## config.mk

```make
export PLATFORM = sky130hd
export DESIGN_NAME = pueo_command_framer_flat
export DESIGN_NICKNAME = d
export VERILOG_FILES = /design/src/rtl/pueo_command_framer_if.sv /design/src/rtl/pueo_command_framer.sv /design/src/flat_wrapper.sv
export SDC_FILE = /design/constraint.sdc
export NUM_CORES = 1
export LEC_CHECK = 0
export BUFFER_PORTS_ARGS = -buffer_cell sky130_fd_sc_hd__buf_2
export CORE_UTILIZATION = 40
export DETAILED_ROUTE_END_ITERATION = 8
export PLACE_DENSITY = 0.69
export RECOVER_POWER = 25
export SLEW_MARGIN = 20
export SYNTH_ARGS = -nofsm -noshare
export SYNTH_HDL_FRONTEND = slang
export SYNTH_SLANG_ARGS = --single-unit
```

## constraint.sdc

```tcl
create_clock -name sysclk_i -period 2.5 [get_ports sysclk_i]
set_input_delay 0.125 -clock sysclk_i [delete_from_list [all_inputs] [get_ports sysclk_i]]
set_output_delay 0.125 -clock sysclk_i [all_outputs]
set_load 0.005 [all_outputs]
```

## src/rtl/pueo_command_framer_if.sv

```systemverilog
// Handshake bundle for the PUEO command framer: runcmd request, FWU byte stream
// and trigger stream. The DUT side uses the slave modport.
interface pueo_command_framer_if #(
   parameter int TRIG_WIDTH = 15
);
   logic                  runcmd_valid_i;
   logic [1:0]            runcmd_i;
   logic                  runcmd_ready_o;

   logic [7:0]            s_fwu_tdata;
   logic                  s_fwu_tuser;
   logic                  s_fwu_tvalid;
   logic                  s_fwu_tready;

   logic [TRIG_WIDTH-1:0] s_trig_tdata;
   logic                  s_trig_tvalid;
   logic                  s_trig_tready;

   modport master (
      output runcmd_valid_i, runcmd_i,
      output s_fwu_tdata, s_fwu_tuser, s_fwu_tvalid,
      output s_trig_tdata, s_trig_tvalid,
      input  runcmd_ready_o, s_fwu_tready, s_trig_tready
   );

   modport slave (
      input  runcmd_valid_i, runcmd_i,
      input  s_fwu_tdata, s_fwu_tuser, s_fwu_tvalid,
      input  s_trig_tdata, s_trig_tvalid,
      output runcmd_ready_o, s_fwu_tready, s_trig_tready
   );
endinterface

```

## src/rtl/pueo_command_framer.sv

```systemverilog
// Builds one 32-bit command word per command slot (sysclk_phase_i) from a pending
// run command, the FWU byte FIFO head, PPS and the trigger stream, fanned out per link.
module pueo_command_framer #(
   parameter int NUM_LINKS  = 2,
   parameter int FWU_DEPTH  = 16,
   parameter int TRIG_WIDTH = 15
) (
   input  logic                         sysclk_i,
   input  logic                         rst_n_i,
   input  logic                         sysclk_phase_i,
   input  logic                         sysclk_sync_i,
   input  logic                         pps_i,
   pueo_command_framer_if.slave         bus,
   input  logic [NUM_LINKS-1:0]         link_enable_i,
   output logic [32*NUM_LINKS-1:0]      command_o,
   output logic [$clog2(FWU_DEPTH):0]   fwu_count_o
);

   localparam int          AW        = $clog2(FWU_DEPTH);
   localparam int          CW        = AW + 1;
   localparam logic [31:0] IDLE_WORD = 32'h8000_0000;

   logic              alive;
   logic              pending;
   logic [1:0]        pending_cmd;
   logic [8:0]        fifo_mem [FWU_DEPTH];
   logic [AW-1:0]     wr_ptr;
   logic [AW-1:0]     rd_ptr;
   logic [CW-1:0]     count;

   logic              runcmd_ready;
   logic              fwu_ready;
   logic              run_accept;
   logic              fwu_push;
   logic              fwu_pop;
   logic              run_emit;
   logic [8:0]        head;
   logic [14:0]       trig_ext;
   logic [31:0]       word;

   // alive holds the ready outputs low through reset and for the release edge itself
   assign runcmd_ready = alive && !pending;
   assign fwu_ready    = alive && (count < CW'(FWU_DEPTH));

   assign bus.runcmd_ready_o = runcmd_ready;
   assign bus.s_fwu_tready   = fwu_ready;
   assign bus.s_trig_tready  = sysclk_phase_i;

   assign run_accept = bus.runcmd_valid_i && runcmd_ready;
   assign fwu_push   = bus.s_fwu_tvalid && fwu_ready;
   assign fwu_pop    = sysclk_phase_i && (count != '0);
   assign run_emit   = sysclk_phase_i && sysclk_sync_i && pending;
   assign head       = fifo_mem[rd_ptr];

   assign fwu_count_o = count;

   // NOTE: every always_comb output gets a default first so no path can infer a latch.
   always_comb begin
      trig_ext                   = '0;
      trig_ext[TRIG_WIDTH-1:0]   = bus.s_trig_tdata;
      word                       = '0;
      word[31]                   = !(run_emit || fwu_pop || pps_i);
      word[30]                   = pps_i;
      if (run_emit) word[27:26]  = pending_cmd;
      if (fwu_pop) begin
         if (head[8]) word[25:16] = {8'b0000_0001, head[0]} << 0 | 10'h002;
         else         word[25:16] = {2'b11, head[7:0]};
      end
      word[15]                   = bus.s_trig_tvalid;
      word[14:0]                 = trig_ext;
   end

   // NOTE: the FIFO storage has no reset; emptiness is defined solely by the pointers/count.
   always_ff @(posedge sysclk_i) begin
      if (fwu_push) fifo_mem[wr_ptr] <= {bus.s_fwu_tuser, bus.s_fwu_tdata};
   end

   always_ff @(posedge sysclk_i) begin
      if (!rst_n_i) begin
         alive       <= 1'b0;
         pending     <= 1'b0;
         pending_cmd <= '0;
         wr_ptr      <= '0;
         rd_ptr      <= '0;
         count       <= '0;
         command_o   <= {NUM_LINKS{IDLE_WORD}};
      end else begin
         alive <= 1'b1;

         // Acceptance needs !pending, so it can never coincide with emission.
         if (run_emit) begin
            pending <= 1'b0;
         end else if (run_accept) begin
            pending     <= 1'b1;
            pending_cmd <= bus.runcmd_i;
         end

         if (fwu_push) wr_ptr <= wr_ptr + 1'b1;
         if (fwu_pop)  rd_ptr <= rd_ptr + 1'b1;
         case ({fwu_push, fwu_pop})
            2'b10:   count <= count + 1'b1;
            2'b01:   count <= count - 1'b1;
            default: count <= count;
         endcase

         if (sysclk_phase_i) begin
            for (int k = 0; k < NUM_LINKS; k++) begin
               command_o[32*k +: 32] <= link_enable_i[k] ? word : IDLE_WORD;
            end
         end
      end
   end

endmodule

```

## src/flat_wrapper.sv

```systemverilog
// flat-port wrapper written by rule: the top's interface ports become plain ports
module pueo_command_framer_flat 
#(
   parameter int NUM_LINKS  = 2,
   parameter int FWU_DEPTH  = 16,
   parameter int TRIG_WIDTH = 15
)
  (sysclk_i, rst_n_i, sysclk_phase_i, sysclk_sync_i, pps_i, link_enable_i, command_o, fwu_count_o, bus_runcmd_valid_i, bus_runcmd_i, bus_s_fwu_tdata, bus_s_fwu_tuser, bus_s_fwu_tvalid, bus_s_trig_tdata, bus_s_trig_tvalid, bus_runcmd_ready_o, bus_s_fwu_tready, bus_s_trig_tready);
  pueo_command_framer_if #(.TRIG_WIDTH(TRIG_WIDTH)) bus_i ();
  input  logic sysclk_i;
  input  logic rst_n_i;
  input  logic sysclk_phase_i;
  input  logic sysclk_sync_i;
  input  logic pps_i;
  input  logic [NUM_LINKS-1:0] link_enable_i;
  output logic [32*NUM_LINKS-1:0] command_o;
  output logic [$clog2(FWU_DEPTH):0] fwu_count_o;
  input wire logic [$bits(bus_i.runcmd_valid_i)-1:0] bus_runcmd_valid_i;
  input wire logic [$bits(bus_i.runcmd_i)-1:0] bus_runcmd_i;
  input wire logic [$bits(bus_i.s_fwu_tdata)-1:0] bus_s_fwu_tdata;
  input wire logic [$bits(bus_i.s_fwu_tuser)-1:0] bus_s_fwu_tuser;
  input wire logic [$bits(bus_i.s_fwu_tvalid)-1:0] bus_s_fwu_tvalid;
  input wire logic [$bits(bus_i.s_trig_tdata)-1:0] bus_s_trig_tdata;
  input wire logic [$bits(bus_i.s_trig_tvalid)-1:0] bus_s_trig_tvalid;
  output wire logic [$bits(bus_i.runcmd_ready_o)-1:0] bus_runcmd_ready_o;
  output wire logic [$bits(bus_i.s_fwu_tready)-1:0] bus_s_fwu_tready;
  output wire logic [$bits(bus_i.s_trig_tready)-1:0] bus_s_trig_tready;
  assign bus_i.runcmd_valid_i = bus_runcmd_valid_i;
  assign bus_i.runcmd_i = bus_runcmd_i;
  assign bus_i.s_fwu_tdata = bus_s_fwu_tdata;
  assign bus_i.s_fwu_tuser = bus_s_fwu_tuser;
  assign bus_i.s_fwu_tvalid = bus_s_fwu_tvalid;
  assign bus_i.s_trig_tdata = bus_s_trig_tdata;
  assign bus_i.s_trig_tvalid = bus_s_trig_tvalid;
  assign bus_runcmd_ready_o = bus_i.runcmd_ready_o;
  assign bus_s_fwu_tready = bus_i.s_fwu_tready;
  assign bus_s_trig_tready = bus_i.s_trig_tready;
  pueo_command_framer #(.NUM_LINKS(NUM_LINKS), .FWU_DEPTH(FWU_DEPTH), .TRIG_WIDTH(TRIG_WIDTH)) u_core (.sysclk_i(sysclk_i), .rst_n_i(rst_n_i), .sysclk_phase_i(sysclk_phase_i), .sysclk_sync_i(sysclk_sync_i), .pps_i(pps_i), .bus(bus_i), .link_enable_i(link_enable_i), .command_o(command_o), .fwu_count_o(fwu_count_o));
endmodule
```

==> results.cfg <==
[timing]
tightest_slew_ns = 0.718
slew_headroom_pct = 52.1
drv_slew = 0
post-route-period-util_pct = 92.6
fin_crit_ns = 2.31
fmax_mhz = 432
hold_viol = 0
setup_viol = 0
fin_tns_setup_ns = 0
fin_worst_skew_ns = 0.0109
rsz0062_at_grt = false

[die]
die_x_um = 149
fp-row-count = 53
core_mm2 = 0.0210
io_pins = 108
initial_core_util_pct = 40.9
die_area_mm2 = 0.0221
die_y_um = 149

[yosys]
netlist_instances = 570
synth_top_area_cell = edfxtp_1
synth-seq-cells = 223
synth.distinct_cells = 49
syn_avg_cell_area_um2 = 15.1
synth-main-ff-cell = edfxtp_1
netlist_area_mm2 = 0.00860
yosys.area.top_type_share_pct = 50.3
synth-edff-count = 144
synth_seq_area_share_pct = 68.7
ys_warn_count = 0
synth.area.top_cells = edfxtp_1 50%, dfxtp_1 18%, mux4_2 6.8%
async_flop_share_pct = 0

[placed_design]
dp_cells = 936
place_hpwl_um = 12100
placed_cell_area_mm2 = 0.00947
gp_congestion = 0.816
port_buffers = 103

[critical_path]
crit_path_end_kind = flip-flop
startpoint_type = flip-flop
arrival_ns = 2.75
reg2reg_depth = 6
path_class = flip-flop to flip-flop
critPathRequiredTime_ns = 2.94
critical_path_peak_fanout = 18

[pwr]
p_per_area_mw_per_mm2 = 847
vdd_drop_max_mv = 0.463
leakagePower_nw = 3.82

[min_path]
worstHoldPathType = primary input to flip-flop
hold_depth = 1

[route]
drc = 0
first_pass_iters = 5
route.vias.total = 5302
ant_nets = 0
via_per_inst = 5.28
drt_iter0_drc = 468
wl_per_cell_um = 18.9
totalWireLength_um = 19000

[clocking]
postCtsSetupBuffers = 0
htreeDepth = 1
cts_buffers = 23
insertion_delay_ns = 0.50
path_clk_slew_ns = 0.06
tritoncts = yes
clk_path_buf_depth = 3
cts.root.buffer_cell = clkbuf_16
cts.sinks = 223

[global_routing]
grt_max_degree = 51
grt_pass1_vias = 5481
antenna_found_initial = 0
grt.overflow.total = 0
groute.usage.overall_pct = 17.4
grt_pass1_wl_um = 29700

[cells_and_area]
syn_to_final_growth_pct = 22.3
stdcell_area_mm2 = 0.0105
finalNonFillerCells = 1005
fin_util_pct = 50.0
drive_gt1_share_pct = 26.7
nets = 757

[job]
drv_cap = 0

[run_status]
outcome = complete, no violations
[final timing paths]
path	slack (ns)	end	start
setup / recovery	0.19	u_core.command_o[23]	flip-flop
hold / removal	0.02	u_core.fifo_mem[7][5]	bus_s_fwu_tdata[5]
hold reg to reg	0.45	u_core.command_o[49]	u_core.command_o[49]
setup reg to reg	0.19	u_core.command_o[23]	flip-flop
[where the power goes]
| group | total, mW | switching, mW | internal (mW) |
|---|---|---|---|
| combinational | 1.22 | 0.632 | 0.583 |
| sequential | 4.17 | 0.120 | 4.05 |
| clock | 3.53 | 1.35 | 2.18 |
| total | 8.91 | 2.10 | 6.81 |
[what timing repair did]
action,in CTS,in global routing
gates resized for setup,0,1
endpoints found under the hold margin,44,0
hold buffers,27,0
setup endpoints to repair,0,1
[placed cells by master (no fill, tap or decap), types with 4 or more instances in the layout]
| cell | n |
|---|---|
| ha_1 | 8 |
| a22oi_1 | 19 |
| nor3_1 | 7 |
| conb_1 | 4 |
| xor2_1 | 7 |
| a32oi_1 | 4 |
| dfxtp_1 | 78 |
| mux2i_1 | 9 |
| bufinv_16 | 4 |
| mux4_2 | 26 |
| nor2b_1 | 9 |
| a22o_1 | 12 |
| dlygate4sd3_1 | 27 |
| o21ai_0 | 4 |
| buf_2 | 96 |
| clkbuf_16 | 24 |
| buf_4 | 26 |
| clkbuf_1 | 12 |
| a211oi_1 | 4 |
| edfxtp_1 | 144 |
| mux4_1 | 10 |
| nand3_1 | 24 |
| nor2_1 | 49 |
| inv_1 | 6 |
| nand2_1 | 35 |
| a21oi_1 | 31 |
[registers in the layout, summed over array words and instances (netlist names), named ones only]
| name | cells |
|---|---|
| u_core.pending_cmd | 2 |
| u_core.wr_ptr | 4 |
| u_core.command_o | 58 |
| u_core.pending | 1 |
| u_core.fifo_mem | 144 |
| u_core.rd_ptr | 4 |
| u_core.alive | 1 |
| u_core.fwu_count_o | 5 |
[per-layer routing]
metal / GRT usage [%] / part of all wire, %
met5: 0 / 0
met4: 6.19 / 2.3
met3: 3.10 / 5.0
met2: 30.3 / 51
met1: 21.7 / 41
[critical path, stage by stage (launching register included)]
cell	delay (ns)
dfxtp_2	0.61
buf_4	0.43
mux4_2	0.55
nand3_1	0.15
nand3_4	0.12
nor2_4	0.21
a22o_1	0.16
[synthesized netlist by cell type, types with 8 or more instances]
master	instances
a21oi_1	32
a22o_1	12
a22oi_1	19
buf_4	8
clkbuf_1	23
dfxtp_1	79
edfxtp_1	144
ha_1	8
mux2i_1	9
mux4_1	10
mux4_2	26
nand2_1	35
nand3_1	24
nor2_1	49
nor2b_1	9
[cell families (layout without fill, tap and decap cells)]
logic type      count (synthesis)  after routing  share of synthesized area, %
flops                         223            223                          68.7
fa+ha+maj                       8              8                          1.16
buf+inv                        49            205                          3.04
xor+xnor                       10             10                          1.02
mux                            46             46                          11.0
compound gates                 92             92                          7.30
other cells                     1              5                        0.0436
simple gates                  141            141                          7.71
[per-stage QoR]
step / setup WS (ns) / total power [mW] / hold WS [ns]
final: 0.185 / 8.91 / 0.0231
after global routing: 0.0589 / 9.23 / 0.0402
after CTS: 0.147 / 8.95 / 0.000482
after detailed placement: 0.165 / 5.42 / 0.305
after global placement: 0.244 / 5.36 / 0.298
after floorplan: 0.0660 / 5.06 / 0.153
[final cells by class]
type	instances	area, um2
Timing Repair Buffer	158	1010
Multi-Input combinational cell	301	2450
Fill cell	1693	10500
Clock buffer	30	627
Tap cell	275	344
Inverter	6	22.5
Sequential cell	223	5910
Antenna cell	1	2.50
Clock inverter	11	155
No activity file was read; power rests on OpenSTA's default activity.
